`config.mk`:
```
export PLATFORM = sky130hd
export DESIGN_NAME = leaf_out_packetizer
export DESIGN_NICKNAME = d
export VERILOG_FILES = /design/src/rtl/leaf_pkt_pkg.sv /design/src/rtl/rr_arbiter_n.sv /design/src/rtl/leaf_out_packetizer.sv
export SDC_FILE = /design/constraint.sdc
export NUM_CORES = 1
export LEC_CHECK = 0
export ABC_AREA = 1
export BUFFER_PORTS_ARGS = -buffer_cell sky130_fd_sc_hd__buf_4
export CAP_MARGIN = 25
export CORE_MARGIN = 2
export CORE_UTILIZATION = 24
export CTS_CLUSTER_DIAMETER = 100
export CTS_CLUSTER_SIZE = 20
export DETAILED_ROUTE_END_ITERATION = 7
export GPL_TIMING_DRIVEN = 0
export PLACE_DENSITY = 0.47
export SETUP_SLACK_MARGIN = 0.3
export SLEW_MARGIN = 25
export SYNTH_ARGS = -nofsm -noshare
export SYNTH_HDL_FRONTEND = slang
export SYNTH_SLANG_ARGS = --single-unit
```
`constraint.sdc`:
```
create_clock -name clk -period 14.38 [get_ports clk]
set_clock_uncertainty 0.2 [all_clocks]
set_input_delay 2.157 -clock clk [delete_from_list [all_inputs] [get_ports clk]]
set_output_delay 2.157 -clock clk [all_outputs]
set_load 0.005 [all_outputs]
```
`src/rtl/leaf_pkt_pkg.sv`:
```
// rtl/leaf_pkt_pkg.sv - packet layout, destination entry and credit types shared across the leaf shell
package leaf_pkt_pkg;

    localparam int PKT_W     = 49;
    localparam int PAYLOAD_W = 32;
    localparam int LEAF_W    = 5;
    localparam int PORT_W    = 4;
    localparam int ADDR_W    = 7;
    localparam int CRED_W    = 8;

    localparam int PKT_VALID_BIT   = 48;
    localparam int PKT_LEAF_LSB    = 43;
    localparam int PKT_PORT_LSB    = 39;
    localparam int PKT_ADDR_LSB    = 32;
    localparam int PKT_PAYLOAD_LSB = 0;

    typedef logic [CRED_W-1:0] credit_t;

    typedef struct packed {
        logic              configured;
        logic [LEAF_W-1:0] dst_leaf;
        logic [PORT_W-1:0] dst_port;
    } dst_entry_t;

    function automatic logic [PKT_W-1:0] make_packet(input dst_entry_t e,
                                                     input logic [ADDR_W-1:0] a,
                                                     input logic [PAYLOAD_W-1:0] d);
        logic [PKT_W-1:0] p;
        p = '0;
        p[PKT_VALID_BIT]                  = 1'b1;
        p[PKT_LEAF_LSB +: LEAF_W]         = e.dst_leaf;
        p[PKT_PORT_LSB +: PORT_W]         = e.dst_port;
        p[PKT_ADDR_LSB +: ADDR_W]         = a;
        p[PKT_PAYLOAD_LSB +: PAYLOAD_W]   = d;
        return p;
    endfunction

endpackage

```
`src/rtl/rr_arbiter_n.sv`:
```
// rtl/rr_arbiter_n.sv - N-way round-robin arbiter, pointer parks on the last granted requester
module rr_arbiter_n
    import leaf_pkt_pkg::*;
#(
    parameter int N = 6,
    localparam int IW = (N > 1) ? $clog2(N) : 1
) (
    input  logic          clk,
    input  logic          rst,
    input  logic [N-1:0]  req,
    input  logic          en,
    output logic [N-1:0]  grant,
    output logic [IW-1:0] grant_idx,
    output logic          grant_vld
);

    logic [IW-1:0] ptr;

    // Two passes: requesters above the pointer first, then wrap to the low end.
    always_comb begin
        grant     = '0;
        grant_idx = '0;
        grant_vld = 1'b0;
        for (int j = 0; j < N; j++) begin
            if (en && !grant_vld && req[j] && (j > int'(ptr))) begin
                grant[j]  = 1'b1;
                grant_idx = IW'(j);
                grant_vld = 1'b1;
            end
        end
        for (int j = 0; j < N; j++) begin
            if (en && !grant_vld && req[j] && (j <= int'(ptr))) begin
                grant[j]  = 1'b1;
                grant_idx = IW'(j);
                grant_vld = 1'b1;
            end
        end
    end

    always_ff @(posedge clk or posedge rst) begin
        if (rst) begin
            ptr <= IW'(N - 1);
        end else if (grant_vld) begin
            ptr <= grant_idx;
        end
    end

endmodule

```
`src/rtl/leaf_out_packetizer.sv`:
```
// rtl/leaf_out_packetizer.sv - tags user output words with destination/address under credit flow control
// LEAF_PKT_STATS_EN adds stat_sel/stat_cnt per-port sent-packet counters.
module leaf_out_packetizer
    import leaf_pkt_pkg::*;
#(
    parameter int PACKET_BITS   = PKT_W,
    parameter int PAYLOAD_BITS  = PAYLOAD_W,
    parameter int NUM_LEAF_BITS = LEAF_W,
    parameter int NUM_PORT_BITS = PORT_W,
    parameter int NUM_ADDR_BITS = ADDR_W,
    parameter int NUM_OUT_PORTS = 6,
    parameter int CREDIT_BITS   = CRED_W,
    parameter int INIT_CREDITS  = 64
) (
    input  logic                                  clk,
    input  logic                                  reset,
    input  logic [NUM_OUT_PORTS*PAYLOAD_BITS-1:0] din_leaf_user2interface,
    input  logic [NUM_OUT_PORTS-1:0]              vld_user2interface,
    output logic [NUM_OUT_PORTS-1:0]              ack_interface2user,
    input  logic                                  cfg_we,
    input  logic [NUM_PORT_BITS-1:0]              cfg_port,
    input  logic [NUM_LEAF_BITS-1:0]              cfg_dst_leaf,
    input  logic [NUM_PORT_BITS-1:0]              cfg_dst_port,
    input  logic                                  credit_upd_vld,
    input  logic [NUM_PORT_BITS-1:0]              credit_upd_port,
    input  logic [CREDIT_BITS-1:0]                credit_upd_amount,
    input  logic                                  bft_ready,
    input  logic                                  resend,
    output logic [PACKET_BITS-1:0]                dout_leaf_interface2bft,
    output logic                                  err_credit_ovf
`ifdef LEAF_PKT_STATS_EN
    ,
    input  logic [NUM_PORT_BITS-1:0]              stat_sel,
    output logic [31:0]                           stat_cnt
`endif
);

    localparam int IDX_W = (NUM_OUT_PORTS > 1) ? $clog2(NUM_OUT_PORTS) : 1;

    dst_entry_t               dst_table  [NUM_OUT_PORTS];
    credit_t                  credit     [NUM_OUT_PORTS];
    logic [NUM_ADDR_BITS-1:0] addr       [NUM_OUT_PORTS];
    logic [CREDIT_BITS:0]     credit_sum [NUM_OUT_PORTS];
    logic [PACKET_BITS-1:0]   dout_q;
    logic [PACKET_BITS-1:0]   sel_pkt;
    logic [PAYLOAD_BITS-1:0]  sel_payload;
    logic [NUM_OUT_PORTS-1:0] req;
    logic [NUM_OUT_PORTS-1:0] grant;
    logic [IDX_W-1:0]         grant_idx;
    logic                     grant_vld;
    logic                     out_free;
    logic                     arb_en;
    logic                     ovf_any;

    assign out_free = !dout_q[PKT_VALID_BIT] || bft_ready;
    assign arb_en   = out_free && !resend;

    always_comb begin
        req = '0;
        for (int i = 0; i < NUM_OUT_PORTS; i++) begin
            req[i] = vld_user2interface[i] && dst_table[i].configured && (credit[i] != '0);
        end
    end

    rr_arbiter_n #(.N(NUM_OUT_PORTS)) u_arb (
        .clk       (clk),
        .rst       (reset),
        .req       (req),
        .en        (arb_en),
        .grant     (grant),
        .grant_idx (grant_idx),
        .grant_vld (grant_vld)
    );

    // The accept pulse is combinational so the user sees it in the grant cycle.
    assign ack_interface2user      = reset ? '0 : grant;
    assign dout_leaf_interface2bft = resend ? '0 : dout_q;

    always_comb begin
        sel_payload = '0;
        for (int i = 0; i < NUM_OUT_PORTS; i++) begin
            if (grant[i]) sel_payload = din_leaf_user2interface[i*PAYLOAD_BITS +: PAYLOAD_BITS];
        end
    end

    assign sel_pkt = make_packet(dst_table[grant_idx], addr[grant_idx], sel_payload);

    always_ff @(posedge clk or posedge reset) begin
        if (reset) begin
            dout_q <= '0;
            for (int i = 0; i < NUM_OUT_PORTS; i++) addr[i] <= '0;
        end else if (!resend) begin
            if (grant_vld) begin
                dout_q <= sel_pkt;
            end else if (out_free) begin
                dout_q <= '0;
            end
            for (int i = 0; i < NUM_OUT_PORTS; i++) begin
                if (grant[i]) addr[i] <= addr[i] + 1'b1;
            end
        end
    end

    always_ff @(posedge clk or posedge reset) begin
        if (reset) begin
            for (int i = 0; i < NUM_OUT_PORTS; i++) dst_table[i] <= '0;
        end else if (cfg_we) begin
            for (int i = 0; i < NUM_OUT_PORTS; i++) begin
                if (cfg_port == NUM_PORT_BITS'(i)) dst_table[i] <= '{1'b1, cfg_dst_leaf, cfg_dst_port};
            end
        end
    end

    // Grant and freespace update fold into one net change; the extra MSB catches saturation.
    always_comb begin
        ovf_any = 1'b0;
        for (int i = 0; i < NUM_OUT_PORTS; i++) begin
            credit_sum[i] = {1'b0, credit[i]} - {{CREDIT_BITS{1'b0}}, grant[i]};
            if (credit_upd_vld && (credit_upd_port == NUM_PORT_BITS'(i))) begin
                credit_sum[i] = credit_sum[i] + {1'b0, credit_upd_amount};
            end
            if (credit_sum[i][CREDIT_BITS]) ovf_any = 1'b1;
        end
    end

    always_ff @(posedge clk or posedge reset) begin
        if (reset) begin
            for (int i = 0; i < NUM_OUT_PORTS; i++) credit[i] <= CREDIT_BITS'(INIT_CREDITS);
            err_credit_ovf <= 1'b0;
        end else begin
            for (int i = 0; i < NUM_OUT_PORTS; i++) begin
                credit[i] <= credit_sum[i][CREDIT_BITS] ? '1 : credit_sum[i][CREDIT_BITS-1:0];
            end
            if (ovf_any) err_credit_ovf <= 1'b1;
        end
    end

`ifdef LEAF_PKT_STATS_EN
    logic [31:0] pkt_cnt [NUM_OUT_PORTS];

    always_ff @(posedge clk or posedge reset) begin
        if (reset) begin
            for (int i = 0; i < NUM_OUT_PORTS; i++) pkt_cnt[i] <= '0;
            stat_cnt <= '0;
        end else begin
            stat_cnt <= '0;
            for (int i = 0; i < NUM_OUT_PORTS; i++) begin
                if (grant[i]) pkt_cnt[i] <= pkt_cnt[i] + 32'd1;
                if (stat_sel == NUM_PORT_BITS'(i)) stat_cnt <= pkt_cnt[i];
            end
        end
    end
`endif

endmodule
```
# After elaboration in Yosys (flattened, before gate mapping)

Index checks and enable logic that the tools add are counted.

Bits of input ports: 229
ROM bits: 0
Flip-flop bits (word level): 203
Output and inout bits: 56
Memories: 0
Bits in latches: 0
Logic and storage cells: 225
Memory bits (writable): 0

Multipliers: 0
Equality and inequality tests: 10
Mux-type cells: 66
Reduce and logical (&&, ||, !) cells: 85
Div/mod/pow operators: 0
Shift-type cells: 0
Bitwise gates (word level): 2
Magnitude comparators: 11
Add/sub/neg operators: 18

Operator list:

| operator                                                       | number |
|---|---|
| two-way mux 32 bit                                             | 6 |
| two-way mux 49 bit                                             | 3 |
| two-way mux 9 bit                                              | 8 |
| adder 9 x 8 -> 9 bit                                           | 6 |
| subtractor 8 x 1 -> 9 bit                                      | 6 |
| logical AND 1 bit                                              | 50 |
| two-way mux 8 bit                                              | 6 |
| nonzero test 8 bit                                             | 6 |
| adder 7 x 1 -> 7 bit (second input constant)                   | 6 |
| binary-select mux 10 bit (select 3 bit)                        | 1 |
| two-way mux 3 bit                                              | 10 |
| two-way mux 1 bit                                              | 28 |
| AND reduction 2 bit                                            | 13 |
| binary-select mux 7 bit (select 3 bit)                         | 1 |
| == test 4 x 2 -> 1 bit (second input constant)                 | 4 |
| == test 4 x 3 -> 1 bit (second input constant)                 | 4 |
| two-way mux 7 bit                                              | 2 |
| zero test 1 bit                                                | 12 |
| == test 4 x 1 -> 1 bit (second input constant)                 | 2 |
| zero test 4 bit                                                | 2 |
| > comparator 2 x 3 -> 1 bit (first input constant)             | 2 |
| > comparator 3 bit (first input constant)                      | 2 |
| less-or-equal comparator 2 x 3 -> 1 bit (first input constant) | 2 |
| less-or-equal comparator 3 bit (first input constant)          | 2 |
| other kinds (8)                                                | 8 |

# Longest topological paths before layout

Word-level depth: 60
Gate-level depth with buffers: 31

# Modules after synthesis

A second synthesis with hierarchy kept.

Cells, all modules: 2027
Area, all modules: 14288.7 um^2

Modules (own cells, without submodules):

| module              | cells an instance | times used | area each (um^2) |
|---|---|---|---|
| leaf_out_packetizer | 1958              | 1          | 13839.5 |
| rr_arbiter_n        | 69                | 1          | 449.2 |

# Worst setup path before layout

Ideal clock, no wire load.

Path kind: in2reg
Start: input port resend
End: register credit[15] (netlist name)
Data required time: 14.020 ns
Path buffers: 2
Data arrival time: 5.759 ns
Cell stages on the path: 27
Setup slack: 8.261 ns
Setup time: 0.160 ns
Path through: buf_2 inv_2 nand2_4 nor2_4 nand3_2 nand4_1 nor2_2 nand4_1 nor2_1 nand3_1 nand2_1 buf_2 ha_1 ha_1 xor2_1 ha_1 nand3b_1 nand2_1 nand2_1 nand2_1 a21oi_1 nor2_1 nor2_1 nor2_1 o21ai_0 xor2_1 o221ai_1

Longest elaborated chain between the ends: 53
Elaborated cells between the ends (all ways): 54
Those cells by class: add/sub: 2; mux: 13; reduce/logical: 39

RTL lines:

| element                        | RTL line                   | RTL |
|---|---|---|
| start, declared                | leaf_out_packetizer.sv:28  | `input logic resend,` |
| zero test 1 bit (*)            | --                         |  |
| logical AND 1 bit (*)          | leaf_out_packetizer.sv:56  | `assign arb_en = out_free && !resend;` |
| logical AND 1 bit (2 in a row) | rr_arbiter_n.sv:25         | `if (en && !grant_vld && req[j] && (j > int'(ptr))) begin` |
| two-way mux 1 bit              | rr_arbiter_n.sv:25         |  |
| zero test 1 bit                | rr_arbiter_n.sv:25         |  |
| logical AND 1 bit (3 in a row) | rr_arbiter_n.sv:25         |  |
| two-way mux 1 bit              | rr_arbiter_n.sv:25         |  |
| zero test 1 bit                | rr_arbiter_n.sv:25         |  |
| [... 32 more ...]              | --                         |  |
| two-way mux 1 bit              | rr_arbiter_n.sv:32         | `if (en && !grant_vld && req[j] && (j <= int'(ptr))) begin` |
| zero test 1 bit                | rr_arbiter_n.sv:32         |  |
| logical AND 1 bit (3 in a row) | rr_arbiter_n.sv:32         |  |
| two-way mux 1 bit (*)          | rr_arbiter_n.sv:32         |  |
| subtractor 8 x 1 -> 9 bit (*)  | leaf_out_packetizer.sv:118 | `credit_sum[i] = {1'b0, credit[i]} - {{CREDIT_BITS{1'b0}}, grant[i]};` |
| adder 9 x 8 -> 9 bit           | leaf_out_packetizer.sv:120 | `credit_sum[i] = credit_sum[i] + {1'b0, credit_upd_amount};` |
| two-way mux 9 bit (*)          | leaf_out_packetizer.sv:119 | `if (credit_upd_vld && (credit_upd_port == NUM_PORT_BITS'(i))) begin` |
| two-way mux 8 bit (*)          | leaf_out_packetizer.sv:132 | `credit[i] <= credit_sum[i][CREDIT_BITS] ? '1 : credit_sum[i][CREDIT_BITS-1:0];` |
| end signal, assigned by index  | leaf_out_packetizer.sv:132 |  |
| end, declared                  | leaf_out_packetizer.sv:41  | `credit_t credit [NUM_OUT_PORTS];` |

Every way passes the cells marked *; elsewhere a longest branch is shown, timed or not.
A chain may end at the register's enable or synchronous reset.

# Final worst setup path

Start: input port resend
End: output port ack_interface2user[3]

Longest elaborated chain between the ends: 45
Elaborated cells between the ends (all ways): 46
Those cells by class: mux: 11; reduce/logical: 35

RTL lines:

| element                        | RTL line                  | RTL |
|---|---|---|
| zero test 1 bit (*)            | --                        |  |
| logical AND 1 bit (*)          | leaf_out_packetizer.sv:56 |  |
| logical AND 1 bit (2 in a row) | rr_arbiter_n.sv:25        |  |
| two-way mux 1 bit              | rr_arbiter_n.sv:25        |  |
| zero test 1 bit                | rr_arbiter_n.sv:25        |  |
| logical AND 1 bit (3 in a row) | rr_arbiter_n.sv:25        |  |
| two-way mux 1 bit              | rr_arbiter_n.sv:25        |  |
| zero test 1 bit                | rr_arbiter_n.sv:25        |  |
| [... 22 more ...]              | --                        |  |
| two-way mux 1 bit              | rr_arbiter_n.sv:32        |  |
| zero test 1 bit                | rr_arbiter_n.sv:32        |  |
| logical AND 1 bit (3 in a row) | rr_arbiter_n.sv:32        |  |
| two-way mux 1 bit              | rr_arbiter_n.sv:32        |  |
| zero test 1 bit                | rr_arbiter_n.sv:32        |  |
| logical AND 1 bit (3 in a row) | rr_arbiter_n.sv:32        |  |
| two-way mux 1 bit (*)          | rr_arbiter_n.sv:32        |  |
| two-way mux 6 bit (*)          | leaf_out_packetizer.sv:76 | `assign ack_interface2user = reset ? '0 : grant;` |
| end, declared                  | leaf_out_packetizer.sv:19 | `output logic [NUM_OUT_PORTS-1:0] ack_interface2user,` |

Marked as above.

==> results.rst <==
.. list-table::
   :header-rows: 1

   * - Metric
     - Value
   * - Combinational family with the most area after synthesis
     - simple AND/OR/NAND/NOR gates
   * - Number of CTS-inserted buffers
     - 14
   * - Data arrival time at the worst-slack endpoint
     - ~4.6 ns
   * - Main area contributors after synthesis
     - dfrtp_1, nand2_1, inv_1
   * - Maximum capacitance violations
     - 0
   * - Critical-path top delay cell
     - a21boi_1
   * - Number of buffer cells added on primary ports
     - between 200 and 300
   * - Initial antenna violation count
     - 2
   * - Total Wirelength
     - slightly above 50 mm
   * - Die Outline Area
     - 0.05940 mm2
   * - Number of distinct library cells after synthesis
     - 40
   * - Status
     - finished, final reports clean
   * - Die boundary width
     - 243.7 um
   * - Y dimension of the die
     - 243.7 um
   * - Number of global-route vias before repair
     - ~14000
   * - Total leakage power
     - roughly 9.2 nW
   * - Maximum ir drop on the vdd rail
     - 0.00008508 V
   * - Count of nets after finishing
     - 2577
   * - Buffers inserted during post-CTS setup optimization
     - 0
   * - RePlAce Congestion
     - ~0.96
   * - Drt pass-1 iters
     - 5
   * - Area fraction in and, or, nand and nor cells after synthesis
     - 0.2957
   * - Worst hold path type
     - flop to flop
   * - Clock latency on the worst-skew pair
     - approximately 0.5 ns
   * - Number of violations reported at the end of detailed-routing iteration 0
     - 700
   * - Ratio of total power to cell area
     - around 170 mW/mm2
   * - Filler cells
     - a little over 6000
   * - DRC viols
     - 0
   * - Fraction of registers with async set or reset after synthesis
     - 1.000
   * - Setup-failing EPs final
     - 0
   * - Initial Utilization
     - 0.2437
   * - Cell area after placement
     - 0.01692 mm2
   * - Synthesized instance count
     - a little under 2000
   * - Post-Layout Inst Area
     - about 0.017 mm2
   * - Overall Global Routing Usage
     - 0.1680
   * - Cell type with the highest aggregate area in the netlist
     - dfrtp_1
   * - Detail Placement HPWL
     - a little over 40 mm
   * - Mean Syn Cell Area
     - approximately 7.0 um2
   * - Clock net sink count
     - between 200 and 250
   * - Share of cell area taken by muxes after synthesis
     - 0
   * - Sort of element at the end of the critical path
     - output port
   * - Final Cycle Share
     - 0.4859
   * - Std-Cell Core Area
     - between 0.05 and 0.06 mm2
   * - Unrepaired setup endpoints after global routing
     - no
   * - Layout cells sized above 1
     - 0.1664
   * - # H-tree levels
     - 1
   * - Critical Path Source Type
     - primary input
   * - Final hold viol count
     - 0
   * - Fraction of synthesized cell area in xor and xnor cells
     - 0.05334
   * - Fraction of post-synthesis cell area in the top cell type by area
     - 0.3538
   * - Synth Area in Adders
     - 0.06858
   * - Period minus WS final
     - 6.987 ns
   * - Yosys warns
     - 0
   * - Global route total overflow
     - 0
   * - Cell-by-cell trace of the critical path
     - buf_2 -> inv_2 -> nand2_4 -> nor2_4 -> nand3_2 -> nand3_2 -> nor2_1 -> nand4_1 -> nor2_2 -> a21boi_1 -> buf_4 -> buf_2 -> nor2_1 -> buf_4
   * - CTS tree
     - done
   * - Synthesized cell area
     - 0.01379 mm2
   * - Clock edge transition at the registers on the reported setup and hold paths
     - ~0.090 ns
   * - Post-synthesis compound-gate area fraction
     - 0.1166
   * - Global-route wire length before repair
     - 78.49 mm
   * - Cell Rows
     - 87
   * - Data required time at the worst endpoint
     - around 12 ns
   * - Via-per-instance ratio
     - between 4 and 5
   * - CTS-repair resized insts
     - 0
   * - Net count after synthesis
     - approximately 2300
   * - Clock root buffer master
     - clkbuf_16
   * - Sum of negative setup slack
     - 0 ns
   * - Post-detailed-route wirelength per cell
     - about 17 um
   * - Pin count of the biggest net entering global routing
     - slightly above 90
   * - Achievable frequency
     - ~140 MHz
   * - Count of hold-fix buffers inserted at cts
     - 0
   * - Number of top-level pins
     - 285
   * - Critical path fanouts, max
     - 10
   * - Delay contributed by the slowest stage of the critical path
     - around 0.57 ns
   * - Main synth FF type
     - dfrtp_1
   * - Slew Viols, Final
     - 0
   * - Area growth from synthesis to layout
     - 25.92%
   * - Headroom to the max-slew limit
     - 0.3521
   * - Slew of the pin with the lowest slew margin
     - between 0.9 and 1 ns
   * - N_diodes
     - 0
   * - Remaining number of nets flagged by the antenna check after routing
     - 0
   * - Via count
     - 13616
   * - Sequential cell area fraction in the yosys report
     - 0.3690
   * - Number of synthesized register bits
     - about 200
   * - Category of the critical setup timing path
     - primary input to output port
   * - Number of enable-type register cells in the synthesized netlist
     - 0
   * - Total power
     - around 2.9 mW
   * - Buffers from clock root to sink, at most
     - 3
## logic make-up after synthesis
logic type      after synthesis
xor+xnor                     84
simple gates                981
buf+inv                     332
fa+ha+maj                    72
flops                       203
compound gates              304
## through the flow
step	worst slack, ns	std cells	utilization	hold slack [ns]
after floorplan	6.497	1976	-	0.2344
after global placement	3.611	3014	0.2978	0.2519
after detailed placement	6.827	3016	0.2990	0.2500
after CTS	7.348	3040	0.3068	0.2739
after global routing	6.845	3040	0.3068	0.2986
final	7.393	3040	0.3068	0.2736
## final timing paths
check                      cells past startpoint          start  slack [ns]                    end
max in group asynchronous                      4          reset       11.33          dst_table[24]
min reg2reg                                    2  dst_table[39]        0.27          dst_table[39]
max                                           14         resend        7.39  ack_interface2user[3]
max reg2reg                                   27     credit[37]        8.72             credit[15]
min in group asynchronous                      2          reset        1.49                addr[2]
min                                            2  dst_table[39]        0.27          dst_table[39]
## placed cells by master, fill, tap and decap left out, drive strengths merged, types with 8 or more instances in the layout
cell,n
buf,322
o21ai,193
o211ai,24
nand3,174
nand2,570
nor3,20
nand4,21
inv,252
xnor2,13
clkbuf,61
dfrtp,195
ha,66
dfstp,8
a21oi,77
xor2,71
nor2,184
## synth_stat cells, types with 2 or more instances
cell type and instances:
clkinv_1 3, o21ai_1 80, fa_1 6, buf_6 4
o221ai_1 2, and2_1 5, ha_1 66, nand3b_1 4
nor2_2 5, nand2_1 568, dfstp_2 8, o211ai_1 24
o21ai_0 113, nor2_1 178, inv_2 15, nor3_1 19
nand3_2 5, buf_4 7, clkbuf_1 40, inv_1 236
a21oi_1 77, nand3_1 169, dfrtp_1 195, a21o_1 2
a211oi_1 4, xor2_1 71, xnor2_1 13, nand4_1 20
buf_2 26
## final cells by class
type / count / area (um2) / area share
clock buffer: 21 / 397.9 / 0.02291
inverter: 254 / 960.9 / 0.05533
sequential: 203 / 5090 / 0.2931
timing repair buffer: 284 / 2172 / 0.1251
multi-input combinational: 1441 / 7373 / 0.4245
buffer: 78 / 381.6 / 0.02197
clock inverter: 3 / 46.29 / 0.002666
tap: 756 / 945.9 / 0.05446
## critical path, delay by kind of cell
| family | cells | cell delay, ns |
|---|---|---|
| AO/OA/AOI/OAI | 1 | 0.57 |
| AND/OR/NAND/NOR | 8 | 0.84 |
| buffers and inverters | 5 | 1.05 |
## layer usage
metal	part of all wire	GRT usage	up-vias
li1	-	-	6911
met1	0.44	0.2095	6290
met2	0.48	0.2990	352
met3	0.052	0.02379	59
met4	0.025	0.04950	4
met5	0.00037	0	-
## report_power, final
| group | total [mW] | switching [mW] | internal, mW | leakage, nW |
|---|---|---|---|---|
| registers | 0.929 | 0.139 | 0.790 | 2.38 |
| clock network | 0.430 | 0.216 | 0.214 | 0.211 |
| logic | 1.54 | 0.937 | 0.599 | 6.65 |
| total | 2.90 | 1.29 | 1.60 | 9.24 |
## registers in the layout (all words and copies together) (netlist names)
name / cells
credit: 48
dst_table: 60
dout_q: 49
addr: 42
u_arb.ptr: 3
err_credit_ovf: 1
(Power assumes the default switching activity.)
